[src/rtl/mem_arbiter_fsm.sv]
// Arbiter for the single unified RAM port shared by instruction fetch and data memory.
// Data has priority, with a bounded streak before a fetch is forced; stuck or errored RAM transactions lock into ERROR.
module mem_arbiter_fsm #(
    parameter int unsigned TIMEOUT    = 255,
    parameter int unsigned STARVE_MAX = 4,
    parameter int unsigned ADDR_W     = 32
) (
    input  logic              CLK,
    input  logic              RST,
    input  logic              iREN,
    input  logic [ADDR_W-1:0] iaddr,
    output logic              iwait,
    output logic [ADDR_W-1:0] iload,
    input  logic              dREN,
    input  logic              dWEN,
    input  logic [ADDR_W-1:0] daddr,
    input  logic [ADDR_W-1:0] dstore,
    output logic              dwait,
    output logic [ADDR_W-1:0] dload,
    input  logic              halt,
    output logic              halt_done,
    output logic              ramREN,
    output logic              ramWEN,
    output logic [ADDR_W-1:0] ramaddr,
    output logic [ADDR_W-1:0] ramstore,
    input  logic [ADDR_W-1:0] ramload,
    input  logic [1:0]        ramstate,
    output logic              err
);

    localparam int unsigned TMO_W = (TIMEOUT < 2) ? 1 : $clog2(TIMEOUT + 1);
    localparam int unsigned STK_W = (STARVE_MAX < 2) ? 1 : $clog2(STARVE_MAX + 1);
    localparam logic [1:0] RS_ACCESS = 2'd2;
    localparam logic [1:0] RS_ERROR  = 2'd3;

    typedef enum logic [1:0] {
        ST_IDLE  = 2'd0,
        ST_GNT_D = 2'd1,
        ST_GNT_I = 2'd2,
        ST_ERROR = 2'd3
    } state_e;

    state_e             state_q, state_d;
    logic [TMO_W-1:0]   tmo_q, tmo_d;
    logic [STK_W-1:0]   streak_q, streak_d;

    logic dreq;
    logic starve;
    logic gnt_live;
    logic d_live, i_live;
    logic d_done, i_done;

    assign dreq   = dREN | dWEN;
    assign starve = (streak_q == STK_W'(STARVE_MAX)) & iREN & ~halt;

    // Next-state, timeout and streak bookkeeping
    always_comb begin
        state_d  = state_q;
        tmo_d    = tmo_q;
        streak_d = streak_q;
        gnt_live = (state_q == ST_GNT_D) ? dreq : iREN;
        case (state_q)
            ST_IDLE: begin
                if (dreq && !starve) begin
                    state_d  = ST_GNT_D;
                    tmo_d    = '0;
                    if (!iREN) begin
                        streak_d = '0;
                    end else if (streak_q != STK_W'(STARVE_MAX)) begin
                        streak_d = streak_q + STK_W'(1);
                    end
                end else if (iREN && !halt) begin
                    state_d  = ST_GNT_I;
                    tmo_d    = '0;
                    streak_d = '0;
                end
            end
            ST_GNT_D, ST_GNT_I: begin
                if (!gnt_live || ramstate == RS_ACCESS) begin
                    state_d = ST_IDLE;
                end else if (ramstate == RS_ERROR || tmo_q == TMO_W'(TIMEOUT - 1)) begin
                    state_d = ST_ERROR;
                end else begin
                    tmo_d = tmo_q + TMO_W'(1);
                end
            end
            default: state_d = ST_ERROR;
        endcase
    end

    always_ff @(posedge CLK or posedge RST) begin
        if (RST) begin
            state_q  <= ST_IDLE;
            tmo_q    <= '0;
            streak_q <= '0;
        end else begin
            state_q  <= state_d;
            tmo_q    <= tmo_d;
            streak_q <= streak_d;
        end
    end

    // RAM port follows the live granted request so a withdrawal or reset drops enables at once
    assign d_live = (state_q == ST_GNT_D) & dreq;
    assign i_live = (state_q == ST_GNT_I) & iREN;
    assign d_done = d_live & (ramstate == RS_ACCESS);
    assign i_done = i_live & (ramstate == RS_ACCESS);

    assign ramWEN    = d_live & dWEN;
    assign ramREN    = (d_live & ~dWEN) | i_live;
    assign ramaddr   = d_live ? daddr : (i_live ? iaddr : '0);
    assign ramstore  = (d_live & dWEN) ? dstore : '0;
    assign dwait     = dreq & ~d_done;
    assign iwait     = iREN & ~i_done;
    assign dload     = d_done ? ramload : '0;
    assign iload     = i_done ? ramload : '0;
    assign err       = (state_q == ST_ERROR);
    assign halt_done = (state_q == ST_IDLE) & halt & ~err;

endmodule

[config.mk]
export PLATFORM = sky130hd
export DESIGN_NAME = mem_arbiter_fsm
export DESIGN_NICKNAME = d
export VERILOG_FILES = /design/src/rtl/mem_arbiter_fsm.sv
export SDC_FILE = /design/constraint.sdc
export NUM_CORES = 1
export LEC_CHECK = 0
export CORE_AREA = 2 2 105 107
export DETAILED_ROUTE_END_ITERATION = 10
export DIE_AREA = 0 0 107 109
export HOLD_SLACK_MARGIN = 0.06
export PLACE_DENSITY = 0.76
export SETUP_SLACK_MARGIN = 0.02
export SLEW_MARGIN = 20
export SYNTH_ARGS = -nofsm -noshare
export SYNTH_HDL_FRONTEND = slang
export SYNTH_SLANG_ARGS = --single-unit
[constraint.sdc]
create_clock -name CLK -period 3.4 [get_ports CLK]
set_clock_uncertainty 0.2 [all_clocks]
set_input_delay 1.02 -clock CLK [delete_from_list [all_inputs] [get_ports CLK]]
set_output_delay 1.02 -clock CLK [all_outputs]
set_load 0.005 [all_outputs]
==> results of run 1 <==
[placed cells by master, fill, tap and decap left out, types with 13 or more instances in the layout]
cell             count
and2_1              39
nand2_1             68
buf_4               15
buf_6               34
and2_4              30
clkdlybuf4s50_1    144
clkbuf_2            15
and3_1              33
buf_2               48
nand3_1             40
dfrtp_1             13
[final timing paths]
| path | startpoint | to | cells past startpoint |
|---|---|---|---|
| worst max-delay path | dREN | dload[28] | 9 |
| worst min-delay path | streak_q[1]$_DFFE_PP0P_ | streak_q[1]$_DFFE_PP0P_ | 2 |
| worst max register to register | state_q[1]$_DFFE_PP0P_ | tmo_q[7]$_DFFE_PP0P_ | 8 |
| worst min register to register | streak_q[1]$_DFFE_PP0P_ | streak_q[1]$_DFFE_PP0P_ | 2 |
| max in group asynchronous | RST | state_q[1]$_DFFE_PP0P_ | 2 |
| min in group asynchronous | RST | tmo_q[3]$_DFFE_PP0P_ | 2 |
[power by group]
part,total [W],internal (W),switching [W]
sequential,0.000236,0.000194,0.0000413
clock,0.000147,0.0000814,0.0000652
combinational,0.00174,0.000911,0.000833
[per-layer routing]
layer | wire (um) | vias up | global-route usage, %
li1 | - | 1701 | -
met1 | 4900 | 1620 | 22.5
met2 | 6600 | 199 | 38.0
met3 | 1370 | 25 | 7.05
met4 | 279 | 2 | 5.75
met5 | 13 | - | 0
[synth_stat cells]
library cell   n  area share [%]
a211o_1        1            0.42
a211oi_4       1            0.95
a21oi_1        8             1.9
a22o_1         1            0.42
a311o_1        1            0.47
a31oi_1        3            0.89
a41oi_1        1            0.42
and2_1        69              20
and3_1        34              10
and3_2         3             1.1
and4_1         1            0.42
buf_2          3            0.71
buf_4          1            0.36
clkbuf_1      24             4.3
clkbuf_2       1            0.24
dfrtp_1       13              15
ha_1           8             4.7
inv_1          9             1.6
mux2i_1        1            0.47
nand2_1       75              13
nand2_2        1            0.30
nand2b_1       4             1.2
nand3_1       40             9.5
nand4_1        3            0.89
nor2_1         8             1.4
nor2_2         1            0.30
nor2b_1        1            0.30
nor3_1         4            0.95
nor4_1         2            0.59
o211ai_1       2            0.71
o21ai_0        8             1.9
o21ai_2        1            0.42
o311ai_2       2             1.5
o31ai_1        2            0.71
or2_0          2            0.59
[final cells by class]
cell class / instances / area share, %
multi-input combinational: 288 / 33.1
clock inverter: 1 / 0.0934
sequential: 13 / 6.07
tap: 140 / 3.27
inverter: 9 / 0.631
clock buffer: 3 / 0.771
timing repair buffer: 308 / 56.1
[timing repair]
item,4_1_cts,5_1_grt
gates resized for setup,419,77
gates cloned,10,0
pin swaps,17,5
setup endpoints to repair,133,71
setup buffers,14,1
[kinds of logic (layout without fill, tap and decap cells)]
family / count (synthesis) / count (layout) / synth area share (%)
simple gates: 248 / 248 / 61.4
buf+inv: 38 / 321 / 7.18
compound gates: 31 / 31 / 10.7
flops: 13 / 13 / 15.4
fa+ha+maj: 8 / 8 / 4.75
mux: 1 / 1 / 0.475
[metrics by stage]
stage / TNS (ns) / hold slack, ns / instances / worst slack, ns
final: 0 / 0.322 / 762 / 0.0473
after CTS: -0.533 / 0.319 / 765 / -0.0475
after floorplan: 0 / 0.274 / 339 / 0.234
after global routing: -0.00276 / 0.358 / 762 / -0.00276
after global placement: -71.01 / 0.289 / 737 / -0.712
after detailed placement: -72.17 / 0.306 / 737 / -0.735
[worst max-delay path, stage by stage]
cell	delay, ns
buf_6	0.09
or2_4	0.26
nand2_4	0.09
nor2_4	0.05
buf_6	0.11
buf_6	0.11
buf_16	0.13
and2_4	0.15
buf_6	0.11
[sequential cells by signal, summed over array words and instances (netlist names)]
name      count
tmo_q         8
state_q       2
streak_q      3
==> impl_metrics.ini, run 1 <==
[run_status]
status = finished, final reports clean

[placement]
place.gp.congestion = 0.809
hpwl_mm = 9.87
port_buffers = 269
placed_area_um2 = 5070

[layout]
regArea_um2 = 325
n_fill_cell = 1004
nets = 767
antenna_cells = 0
multi_input_area_um2 = 1770
fin_area_um2 = 5360
fin_util_pct = 50.5
syn_to_final_growth_pct = 154
drive_gt1_share_pct = 30.1

[setup_path]
end_kind = output pin
cp.required_ns = 2.18
path_max_fanout = 8
critical_path_class = input pin to output pin
start_kind = input pin
worstPathArrival_ns = 2.13
r2r_slack_ns = 0.96

[cts]
cts.htree.levels = 1
cts_tree = done
cts_max_path_buffers = 2
clk_pin_slew_ns = 0.06
clock_latency_ns = 0.25
cts_hold_buf = 0
cts_buffers = 3
cts_root_buf = clkbuf_8
clkSinkCount = 13

[yosys]
yosysSeqAreaShare_pct = 15.4
yosys_warnings = 0
synth_area_per_cell_um2 = 6.22
synth_fp_nets = 483
ys_seq_elements = 13
synthDistinctLibCells = 35
netlist_area_um2 = 2110
synth_cells = 339

[route]
drt_first_pass_iters = 5
vias_per_cell = 4.65
wl_mm = 13.2
drt-wirelength-per-cell_um = 17.3
num_vias = 3547
ant_nets = 0
route.detailed.drc = 0
drt_iter0_drc = 279

[grt]
grt_pass1_vias = 3559
overflow = 0
grt_max_degree = 36
grt_use_total_pct = 20.6
grt_pass1_wl_mm = 18.8
antenna_found_initial = 1

[sta]
timing.fmax_mhz = 298
min_period_over_period_pct = 98.6
fin_crit_ns = 3.35
slew_violations = 0
maxSlewHeadroom_pct = 65.0
hold_viol = 0
worstMarginPinSlew_ns = 0.525
grt_setup_unrepaired = true
finalSetupViolCount = 0

[floorplan]
core_region_area_um2 = 10600
die_w_um = 107
die_y_um = 109
fp-row-count = 38
start_util_pct = 19.9
design.die.area_um2 = 11700
num_io_pins = 270

[power]
p_leak_nw = 2.87
power_w = 0.00213
p_per_area_nw_per_um2 = 397
ir_drop_mv = 0.240

[hold_path]
worst_hold_path_type = register to register

[job]
maxCapViolCount = 0
(Power assumes the default switching activity.)
==> run 2: changes to the inputs <==
Settings changed: CTS_CLUSTER_DIAMETER set to 30.
==> results of run 2 <==
No change in the layout: final DEF, timing and power equal those of run 1.
==> run 3: changes to the inputs <==
--- a/config.mk
+++ b/config.mk
@@ -6,10 +6,12 @@
 export NUM_CORES = 1
 export LEC_CHECK = 0
-export CORE_AREA = 2 2 105 107
+export CELL_PAD_IN_SITES_DETAIL_PLACEMENT = 1
+export CELL_PAD_IN_SITES_GLOBAL_PLACEMENT = 1
+export CORE_MARGIN = 1
+export CORE_UTILIZATION = 15
 export CTS_CLUSTER_DIAMETER = 30
 export DETAILED_ROUTE_END_ITERATION = 10
-export DIE_AREA = 0 0 107 109
 export HOLD_SLACK_MARGIN = 0.06
-export PLACE_DENSITY = 0.76
+export PLACE_DENSITY = 0.92
 export SETUP_SLACK_MARGIN = 0.02
 export SLEW_MARGIN = 20
==> constraint.sdc (replaced) <==
create_clock -name CLK -period 3.4 [get_ports CLK]
set_clock_uncertainty 0.2 [all_clocks]
set_input_delay 0.68 -clock CLK [delete_from_list [all_inputs] [get_ports CLK]]
set_output_delay 0.68 -clock CLK [all_outputs]
set_load 0.005 [all_outputs]
==> run 3 against run 2 <==
Compared with the run above: largest power group unchanged; wire length increased by 1.9%; maximum frequency up 1.1%; flip-flop and latch count unchanged; non-clock buffer count is 22 lower; setup slack gained 0.037 ns; global-route usage fell by 3.3 points; critical path type unchanged; final area down 2.2%; first-iteration DRC count fell by 61%.
==> impl_metrics.ini, run 3 (same netlist as run 1, synthesis figures left out) <==
[cts]
clk_pin_slew_ns = 0.05
cts_tree = done
clock_latency_ns = 0.25
cts_buffers = 3
cts.htree.levels = 1
cts_root_buf = clkbuf_16
cts_max_path_buffers = 2
clkSinkCount = 13
cts_hold_buf = 0

[layout]
nets = 745
layout_commonest_cell = clkdlybuf4s50_1
syn_to_final_growth_pct = 149
final_cells = 776
top_regs = tmo_q (8), streak_q (3), state_q (2)
antenna_cells = 0
final_cell_mix = 257 x clkdlybuf4s50_1, 75 x nand2_1, 68 x and2_1
largest-register = tmo_q
largest_reg_flops = 8
drive_gt1_share_pct = 5.33
n_fill_cell = 1648

[setup_path]
critical_path_class = input pin to output pin
worstPathArrival_ns = 2.44
path_max_fanout = 16
cp.required_ns = 2.52
start_kind = input pin
end_kind = output pin

[sta]
fin_crit_ns = 3.32
finalSetupViolCount = 0
worstMarginPinSlew_ns = 0.528
slew_violations = 0
hold_viol = 0
min_period_over_period_pct = 97.5
timing.fmax_mhz = 302
worst_slack_ns = 0.0839
maxSlewHeadroom_pct = 64.8
grt_setup_unrepaired = true

[grt]
grt_pass1_vias = 3560
grt_max_degree = 36
antenna_found_initial = 0
grt_use_total_pct = 17.3
overflow = 0
grt_pass1_wl_mm = 19.5

[floorplan]
fp-row-count = 42
start_util_pct = 15.7
die_y_um = 121
core_region_area_um2 = 13500
num_io_pins = 270
die_w_um = 121
design.die.area_um2 = 14500

[route]
drt-wirelength-per-cell_um = 17.3
route.detailed.drc = 0
num_vias = 3433
drt_iter0_drc = 109
drt_first_pass_iters = 4
vias_per_cell = 4.42
ant_nets = 0
wl_mm = 13.4

[placement]
port_buffers = 269
pre_cts_slack_ns = -0.0964
dp.cells = 770
hpwl_mm = 11.0
place.gp.congestion = 0.811

[run_status]
status = finished, final reports clean

[power]
ir_drop_mv = 0.195
p_per_area_nw_per_um2 = 409
p_leak_nw = 2.42

[hold_path]
worst_hold_path_type = register to register

[job]
maxCapViolCount = 0
==> run 3: cell count changes in the layout (fill, tap and decap cells not counted), sizes merged <==
cell           before  now
clkdlybuf4s50     144  257
buf               114   16
clkbuf             18    5
clkdlybuf4s15      13    0
dlygate4sd2        11    0
clkinv              1    0
dlymetal6s2s       11   12
==> run 3: stage by stage <==
step | util (%) | area, um^2 | hold slack (ns) | setup TNS, ns | power (W)
2_1_floorplan | - | 2110 | 0.274 | 0 | 0.000924
3_3_place_gp | 37.8 | 5090 | 0.301 | -0.265 | 0.00184
3_5_place_dp | 37.8 | 5090 | 0.311 | -2.07 | 0.00190
4_1_cts | 38.4 | 5170 | 0.320 | 0 | 0.00213
5_1_grt | 39.0 | 5240 | 0.362 | -0.0120 | 0.00231
6_report | 39.0 | 5240 | 0.314 | 0 | 0.00215
==> run 3: timing repair <==
item | in CTS | in global routing
pin swaps | 0 | 0
resized for setup | 2 | 15
cloned | 0 | 1
buffers inserted | 0 | 1
endpoints found under the setup margin | 64 | 41
==> run 3: worst max-delay path, cell delays in order <==
cell	delay (ns)
clkdlybuf4s50_1	0.42
or2_4	0.27
buf_4	0.14
and2_4	0.18
clkbuf_16	0.18
nand2_1	0.07
nand2_1	0.05
clkdlybuf4s50_1	0.44
==> run 3: power by group <==
group          switching [W]  internal, W  leakage, nW
clock network      0.0000730     0.000159       0.0382
logic               0.000789     0.000886         2.21
registers          0.0000428     0.000195        0.174
==> run 3: layer usage <==
metal	up-vias	GRT usage, %	part of all wire, %
li1	1655	-	-
met1	1599	18.2	37
met5	-	0	0
met2	162	33.7	54
met3	17	3.54	6.8
met4	0	6.10	2.5
==> run 3: path summary, 6_finish.rpt <==
path / startpoint / endpoint / slack [ns] / cells past startpoint
hold reg to reg: streak_q[1]$_DFFE_PP0P_ / streak_q[1]$_DFFE_PP0P_ / 0.31 / 2
min in group asynchronous: RST / tmo_q[1]$_DFFE_PP0P_ / 0.57 / 2
hold / removal: streak_q[1]$_DFFE_PP0P_ / streak_q[1]$_DFFE_PP0P_ / 0.31 / 2
max in group asynchronous: RST / streak_q[2]$_DFFE_PP0P_ / 2.08 / 2
setup / recovery: dREN / ramaddr[3] / 0.08 / 8
setup reg to reg: state_q[1]$_DFFE_PP0P_ / tmo_q[2]$_DFFE_PP0P_ / 0.88 / 8
==> run 3: final cells by class <==
cell class                 count  area (um^2)  area share [%]
clock buffer                   4         78.8            1.50
timing repair buffer         286         2940            56.2
tap                          176          220            4.20
inverter                       9         33.8           0.645
multi-input combinational    288         1640            31.3
sequential                    13          325            6.21
